**config.mk**
```make
export PLATFORM = sky130hd
export DESIGN_NAME = arm_alu
export DESIGN_NICKNAME = d
export VERILOG_FILES = /design/src/rtl/arm_alu.sv
export SDC_FILE = /design/constraint.sdc
export NUM_CORES = 1
export LEC_CHECK = 0
export ABC_AREA = 1
export ABC_CLOCK_PERIOD_IN_PS = 4080
export BUFFER_PORTS_ARGS = -buffer_cell sky130_fd_sc_hd__buf_4
export CAP_MARGIN = 20
export CORE_ASPECT_RATIO = 1.2
export CORE_MARGIN = 2
export CORE_UTILIZATION = 55
export CTS_CLUSTER_SIZE = 30
export DETAILED_ROUTE_END_ITERATION = 10
export PLACE_DENSITY_LB_ADDON = 0.25
export SYNTH_ARGS = -nofsm -noshare
export SYNTH_HDL_FRONTEND = slang
export SYNTH_SLANG_ARGS = --single-unit
```
**constraint.sdc**
```tcl
create_clock -name clk -period 4.08 [get_ports clk]
set_clock_uncertainty 0.15 [all_clocks]
set_input_delay 0.408 -clock clk [delete_from_list [all_inputs] [get_ports clk]]
set_output_delay 0.408 -clock clk [all_outputs]
set_load 0.02 [all_outputs]
```
**src/rtl/arm_alu.sv**
```systemverilog
// arm_alu: ARM7TDMI-style registered 32-bit integer ALU.
// Operands and opcode are captured on the rising clock edge; the result,
// the architectural NZCV flags and the writeback strobes appear one cycle
// later. The flag register doubles as the carry source for ADC/SBC/RSC.
module arm_alu #(
    parameter int WIDTH = 32
) (
    input  logic             clk,
    input  logic             reset,
    input  logic [WIDTH-1:0] operand_a,
    input  logic [WIDTH-1:0] operand_b,
    input  logic [3:0]       alu_control,
    output logic [WIDTH-1:0] result,
    output logic [3:0]       nzcv,
    output logic             result_writeback,
    output logic             nzcv_writeback
);

    typedef enum logic [3:0] {
        OP_AND = 4'd0,
        OP_EOR = 4'd1,
        OP_SUB = 4'd2,
        OP_RSB = 4'd3,
        OP_ADD = 4'd4,
        OP_ADC = 4'd5,
        OP_SBC = 4'd6,
        OP_RSC = 4'd7,
        OP_TST = 4'd8,
        OP_TEQ = 4'd9,
        OP_CMP = 4'd10,
        OP_CMN = 4'd11,
        OP_ORR = 4'd12,
        OP_MOV = 4'd13,
        OP_BIC = 4'd14,
        OP_MVN = 4'd15
    } aluOp_e;

    aluOp_e           aluOp;
    logic [WIDTH-1:0] result_q, result_d;
    logic [3:0]       nzcv_q, nzcv_d;
    logic             resultWb_q, resultWb_d;
    logic             nzcvWb_q;

    logic [WIDTH-1:0] addX;
    logic [WIDTH-1:0] addY;
    logic             addCin;
    logic             isArith;
    logic [WIDTH:0]   addSum;
    logic [WIDTH-1:0] logicRes;
    logic             carryIn;
    logic             addCarry;
    logic             addOverflow;

    assign aluOp   = aluOp_e'(alu_control);
    assign carryIn = nzcv_q[1];

    // Steer both operands into the single adder; subtracts invert the
    // subtrahend, with the carry-in supplying the +1 or the registered C.
    always_comb begin
        addX    = operand_a;
        addY    = operand_b;
        addCin  = 1'b0;
        isArith = 1'b1;
        case (aluOp)
            OP_ADD, OP_CMN: begin
                addX   = operand_a;
                addY   = operand_b;
                addCin = 1'b0;
            end
            OP_ADC: begin
                addX   = operand_a;
                addY   = operand_b;
                addCin = carryIn;
            end
            OP_SUB, OP_CMP: begin
                addX   = operand_a;
                addY   = ~operand_b;
                addCin = 1'b1;
            end
            OP_SBC: begin
                addX   = operand_a;
                addY   = ~operand_b;
                addCin = carryIn;
            end
            OP_RSB: begin
                addX   = operand_b;
                addY   = ~operand_a;
                addCin = 1'b1;
            end
            OP_RSC: begin
                addX   = operand_b;
                addY   = ~operand_a;
                addCin = carryIn;
            end
            default: begin
                isArith = 1'b0;
            end
        endcase
    end

    // One WIDTH+1 bit adder; the top bit is the ARM carry (1 = no borrow on subtracts).
    assign addSum      = {1'b0, addX} + {1'b0, addY} + {{WIDTH{1'b0}}, addCin};
    assign addCarry    = addSum[WIDTH];
    assign addOverflow = (addX[WIDTH-1] == addY[WIDTH-1]) &&
                         (addSum[WIDTH-1] != addX[WIDTH-1]);

    // Bitwise operations share one mux; arithmetic opcodes never use this value.
    always_comb begin
        logicRes = '0;
        case (aluOp)
            OP_AND, OP_TST: logicRes = operand_a & operand_b;
            OP_EOR, OP_TEQ: logicRes = operand_a ^ operand_b;
            OP_ORR:         logicRes = operand_a | operand_b;
            OP_MOV:         logicRes = operand_b;
            OP_BIC:         logicRes = operand_a & ~operand_b;
            OP_MVN:         logicRes = ~operand_b;
            default:        logicRes = '0;
        endcase
    end

    // Next-state result, flags and result strobe; logical ops keep the old C and V.
    always_comb begin
        result_d   = isArith ? addSum[WIDTH-1:0] : logicRes;
        nzcv_d     = nzcv_q;
        nzcv_d[3]  = result_d[WIDTH-1];
        nzcv_d[2]  = (result_d == '0);
        if (isArith) begin
            nzcv_d[1] = addCarry;
            nzcv_d[0] = addOverflow;
        end
        resultWb_d = !((aluOp == OP_TST) || (aluOp == OP_TEQ) ||
                       (aluOp == OP_CMP) || (aluOp == OP_CMN));
    end

    // Output and flag registers; reset clears everything, including the carry.
    always_ff @(posedge clk or negedge reset) begin
        if (!reset) begin
            result_q   <= '0;
            nzcv_q     <= 4'b0000;
            resultWb_q <= 1'b0;
            nzcvWb_q   <= 1'b0;
        end else begin
            result_q   <= result_d;
            nzcv_q     <= nzcv_d;
            resultWb_q <= resultWb_d;
            nzcvWb_q   <= 1'b1;
        end
    end

    assign result           = result_q;
    assign nzcv             = nzcv_q;
    assign result_writeback = resultWb_q;
    assign nzcv_writeback   = nzcvWb_q;

endmodule

```
# --- Word-level counts from Yosys, hierarchy flattened ---
# Index checks and enable logic that the tools add are counted.
totals:
  wordCells: 50
  reg_bits: 38
  inputBits: 70
op_classes:
  n_addsub: 2
  muxes: 6
  n_reduce_logical: 14
  bitwise_logic: 6
  n_eq_ne: 17
ops:
  columns: ["op", "n"]
  rows:
  - ["32-bit one-hot mux with 6 select lines", 1]
  - ["32-bit AND", 2]
  - ["32-bit two-way mux", 2]
  - ["32-bit NOT", 2]
  - ["32-bit one-hot mux with 2 select lines", 1]
  - ["32-bit by 32-bit adder with 33-bit output", 1]
  - ["33-bit by 1-bit adder with 33-bit output", 1]
  - ["4-bit == test, second input constant", 8]
  - ["32-bit zero test", 1]
  - ["32-bit bitwise OR", 1]
  - ["32-bit bitwise XOR", 1]
  - ["4-bit by 3-bit == test with 1-bit output, second input constant", 4]
  - ["3-bit OR reduction", 3]
  - ["4-bit by 2-bit == test with 1-bit output, second input constant", 2]
  - ["8-bit OR reduction", 1]
  - ["2-bit OR reduction", 3]
  - ["4-bit by 1-bit == test with 1-bit output, second input constant", 1]
  - ["4-bit zero test", 1]
  - ["1-bit logical OR", 3]
  - ["1-bit one-hot mux with 2 select lines", 1]
  - ["1-bit == test", 1]
  - ["1-bit logical AND", 1]
  - ["1-bit zero test", 1]
  - ["1-bit two-way mux", 1]
  - ["1-bit inequality test", 1]

# --- Logic depth before layout (Yosys ltp) ---
logic_depth:
  ltp_word: 7
  ltp_mapped: 27
  ltp_nobuf: 25

# --- Worst setup path after synthesis ---
# No wires, ideal clock.
synth_path:
  path_type: "input to register"
  from: "in alu_control[0]"
  to: "reg nzcv_q[2], in the netlist nzcv[2]"
  required_time_ns: 3.859
  setup_slack_ns: 0.443
  setup_time_ns: 0.071
  t_arrival_ns: 3.416
  n_path_buf: 3
  cell_stages: 25
  cell_sequence: "buf_4 > nand2_1 > nor2_1 > clkbuf_1 > inv_1 > clkbuf_1 > nand3_1 > o21ai_0 > fa_1 > inv_1 > fa_1 > nand2_1 > nand2_1 > nand3_1 > nand2_1 > nand2_1 > nand2_1 > nand2_1 > a21oi_1 > nor2_1 > nor2_1 > nand2_1 > nor2_1 > nand2_1 > nor2_1"
synth_between:
  elab_chain_cells: 7
  elab_cells_between_ends: 32
  classes_between: "add/sub (2); eq/ne (15); mux (6); reduce/logical (9)"
synth_lines:
  columns: ["element", "line_no", "rtl"]
  rows:
  - ["start, declared", "12", "input logic [3:0] alu_control,"]
  - ["4-bit == test (tied with other cells)", "64", "case (aluOp)"]
  - ["3-bit OR reduction (no line) or 2-bit OR reduction (tied branches)", null, null]
  - ["32-bit one-hot mux with 2 select lines or 32-bit two-way mux (tied branches)", "64", null]
  - ["32-bit by 32-bit adder with 33-bit output", "102", "assign addSum = {1'b0, addX} + {1'b0, addY} + {{WIDTH{1'b0}}, addCin};"]
  - ["33-bit by 1-bit adder with 33-bit output", "102", null]
  - ["32-bit two-way mux *", "123", "result_d = isArith ? addSum[WIDTH-1:0] : logicRes;"]
  - ["32-bit zero test *", "126", "nzcv_d[2] = (result_d == '0);"]
  - ["named net nzcv_d[2]", "40", "logic [3:0] nzcv_q, nzcv_d;"]
  - ["end signal, assigned", "144", "nzcv_q <= nzcv_d;"]
  - ["end, declared", "40", null]
# Mark *: on every way through the listed nets, which the timed path passes. The rest lies on a longest branch.
# A chain may end at the register's enable or synchronous reset.

# --- Final worst setup path ---
# Ends and elaborated chain as after synthesis.

==> metrics.md <==
| Metric | Value |
|---|---|
| Commonest cells after routing, fill and taps aside | nand2_1, inv_1, buf_4 |
| Area Overhead vs Synth | 16.5% |
| FILL cells | 1229 |
| Vias in the first global route | 8043 |
| Iter 0 DRT Violations | 675 |
| Count of buffer and inverter cells on the critical path | 4 |
| Width of the die | 105 µm |
| Die ar. | 13100 µm² |
| TritonRoute pass-1 iters | 6 |
| CP max FO | 11 |
| Die Y-Extent | 125 µm |
| GRT Total Usage | 0.374 |
| Top Family by Delay on Critical Path | simple AND/OR/NAND/NOR gates |
| Synth warn | 0 |
| CTS Buf Count | 5 |
| DRT Wirelength | 24.7 mm |
| Routability cong. | 1.04 |
| Max-cap viol count | 0 |
| HPWL after detailed placement | 19.3 mm |
| Initial antenna violation count | 0 |
| Nets | 1448 |
| Antenna fix cells | 0 |
| Routed wl met3 | 1.88 mm |
| Placed Cells | 1466 |
| Status | finished clean |
| DR vias | 8338 |
| Critical path class | input pin to register |
| Post-synthesis register bit count | 37 |
| EDFF count, synth | 0 |
| Design area | 7840 µm² |
| Final non-filler cell total | 1475 |
| Startpoint Class | input pin |
| Clock slew seen by the registers of the worst setup and hold paths | 60 ps |
| Post-synth net total | 1354 |
| Critical Path RT | 4140 ps |
| Hold_buf cts | 1 |
| Hold Fails Final Rpt | 0 |
| Uppermost layer routed | met4 |
| Seq/Total Area, Yosys | 0.138 |
| Clk Tree Root Cell | clkbuf_16 |
| GRT overflow | 0 |
| Fmax | 281 MHz |
| Mapped Area | 6730 µm² |
| Num Clock Sinks | 37 |
| Final setup viols | 0 |
| # DRC | 0 |
| CP Capture Type | register |
| Routed WL per cell | 16.7 µm |
| Synth Instances | 1219 |
| Drt via density | 5.65 |
| CP max stage delay | 430 ps |
| Min Tclk post-route | 3560 ps |
| Port bufs | 107 |
| Peak supply drop | 0.000294 V |
| Setup_tns | 0 ps |
| Placement Cell Area | 7660 µm² |
| Worst slew pin tran | 684 ps |
| Cell Chain, Critical Path | buf_4 -> clkinv_2 -> nand2_2 -> nor2_2 -> nor2_1 -> inv_1 -> buf_4 -> o221ai_1 -> ha_1 -> nand2_1 -> nor2_1 -> nand3_1 -> nand3_1 -> nand2_1 -> nand3_1 -> nand3_1 -> nand2_1 -> nand2_1 -> nor2_1 -> nand3_1 -> nor2_1 |
| H-tree levels | 2 |
| Pwr Total | 0.00226 W |
| Post-CTS Repair Setup Buffers | 0 |
| Ys async rst share | 1.00 |
| Initial Util | 0.561 |
| Post-route ant nets | 0 |
| Count of cell types in the netlist | 41 |
| Clock Tree Buf Depth | 2 |
| Final worst-path cycle share | 0.872 |
| First-pass GRT wire length | 39.2 mm |
| Share of cells above drive strength 1 | 0.113 |
| Worst hold path type | input pin to register |
| Core Rows | 44 |
| Final hold slack | 220 ps |
| TritonCTS clock tree | done |
| Routed length on met2 | 11.7 mm |
| CP most frequent cell | nand3_1 |
| Commonest non-fill, non-tap cell in the layout | nand2_1 |
| Relative slew slack | 0.544 |
| Mean post-synth cell area | 5.52 µm² |
| Pins Over Slew Limit | 0 |
| M1 WL | 8.97 mm |
| Ys flop type | dfrtp_1 |
| Arr. time, crit path | 3620 ps |
| RSZ-0062 raised after global routing | false |
| Worst path slowest cell | ha_1 |
| Largest net degree at the start of global routing | 38 |
| CTS resizes | 0 |
| Worst-Skew Late Latency | 270 ps |
| Static leakage | 4.53 nW |
| Core area | 12000 µm² |
| PwrDens | 288 nW/µm² |
| IO Count | 108 |
==> path summary, 6_finish.rpt <==
| path | end | cells after the start | slack, ps | start |
|---|---|---|---|---|
| worst min register to register | nzcv[0] | 2 | 360 | nzcv[0] |
| max in group asynchronous | result[9] | 2 | 2970 | reset |
| min in group asynchronous | result[3] | 2 | 480 | reset |
| worst max-delay path | nzcv[2] | 21 | 520 | alu_control[0] |
| worst max register to register | nzcv[2] | 21 | 800 | nzcv[1] |
| worst min-delay path | result_writeback | 2 | 220 | alu_control[3] |
==> routing by layer <==
| layer | GRT usage | vias up |
|---|---|---|
| met5 | 0 | - |
| met4 | 0.279 | 0 |
| met3 | 0.0506 | 142 |
| met2 | 0.657 | 467 |
| met1 | 0.406 | 3661 |
| li1 | - | 4068 |
==> cells in the mapped netlist (2+ instances only) <==
cell type | number | area share
nand3b_1 | 9 | 0.010
buf_1 | 3 | 0.0017
nand3_1 | 68 | 0.051
nor2_1 | 92 | 0.051
buf_6 | 2 | 0.0033
xor2_1 | 6 | 0.0078
buf_4 | 6 | 0.0067
dfrtp_1 | 37 | 0.14
nand2_2 | 5 | 0.0046
o221ai_1 | 31 | 0.040
buf_2 | 7 | 0.0052
nand2_1 | 458 | 0.26
fa_1 | 2 | 0.0059
o21ai_0 | 75 | 0.056
inv_1 | 220 | 0.12
a211oi_1 | 3 | 0.0033
ha_1 | 63 | 0.12
a21oi_1 | 39 | 0.029
and2_1 | 5 | 0.0046
o2111ai_1 | 7 | 0.0091
nand4_1 | 15 | 0.014
o211ai_1 | 20 | 0.022
clkbuf_1 | 17 | 0.0095
inv_2 | 3 | 0.0017
nor3_1 | 8 | 0.0059
nor2_2 | 3 | 0.0028
==> report_power, final <==
group / switching [W] / internal, W / total (W)
Sequential: 0.0000261 / 0.000442 / 0.000468
Combinational: 0.000889 / 0.000465 / 0.00135
Clock: 0.000147 / 0.000289 / 0.000436
Total: 0.00106 / 0.00120 / 0.00226
==> kinds of logic (layout without fill, tap and decap cells) <==
family / Yosys count / in the layout / share of synthesized area
buffers and inverters: 261 / 356 / 0.155
AOI/OAI and AO/OA: 179 / 179 / 0.164
other: 1 / 1 / 0.000557
adders and majority gates: 65 / 65 / 0.123
and+or+nand+nor: 669 / 669 / 0.409
DFF: 37 / 37 / 0.138
xor gates and xnor gates: 7 / 7 / 0.0102
==> area by class of cell <==
class,count,area [µm²],share of cell area
repair buffers,123,926,0.118
multi-input cells,921,4770,0.608
inverters,225,848,0.108
clock buffers,6,129,0.0164
clock inverters,2,38.8,0.00495
flip-flops and latches,37,926,0.118
well taps,161,201,0.0257
==> through the flow <==
step	util	setup WS [ps]
finish	0.653	524
global placement	0.638	378
detailed placement	0.638	354
floorplan	-	443
CTS	0.653	612
global route	0.653	313
==> state kept, by name, indices dropped and copies added (netlist names) <==
register          count
nzcv_writeback        1
nzcv                  4
result_writeback      1
result               31
No activity file was read; power rests on OpenSTA's default activity.
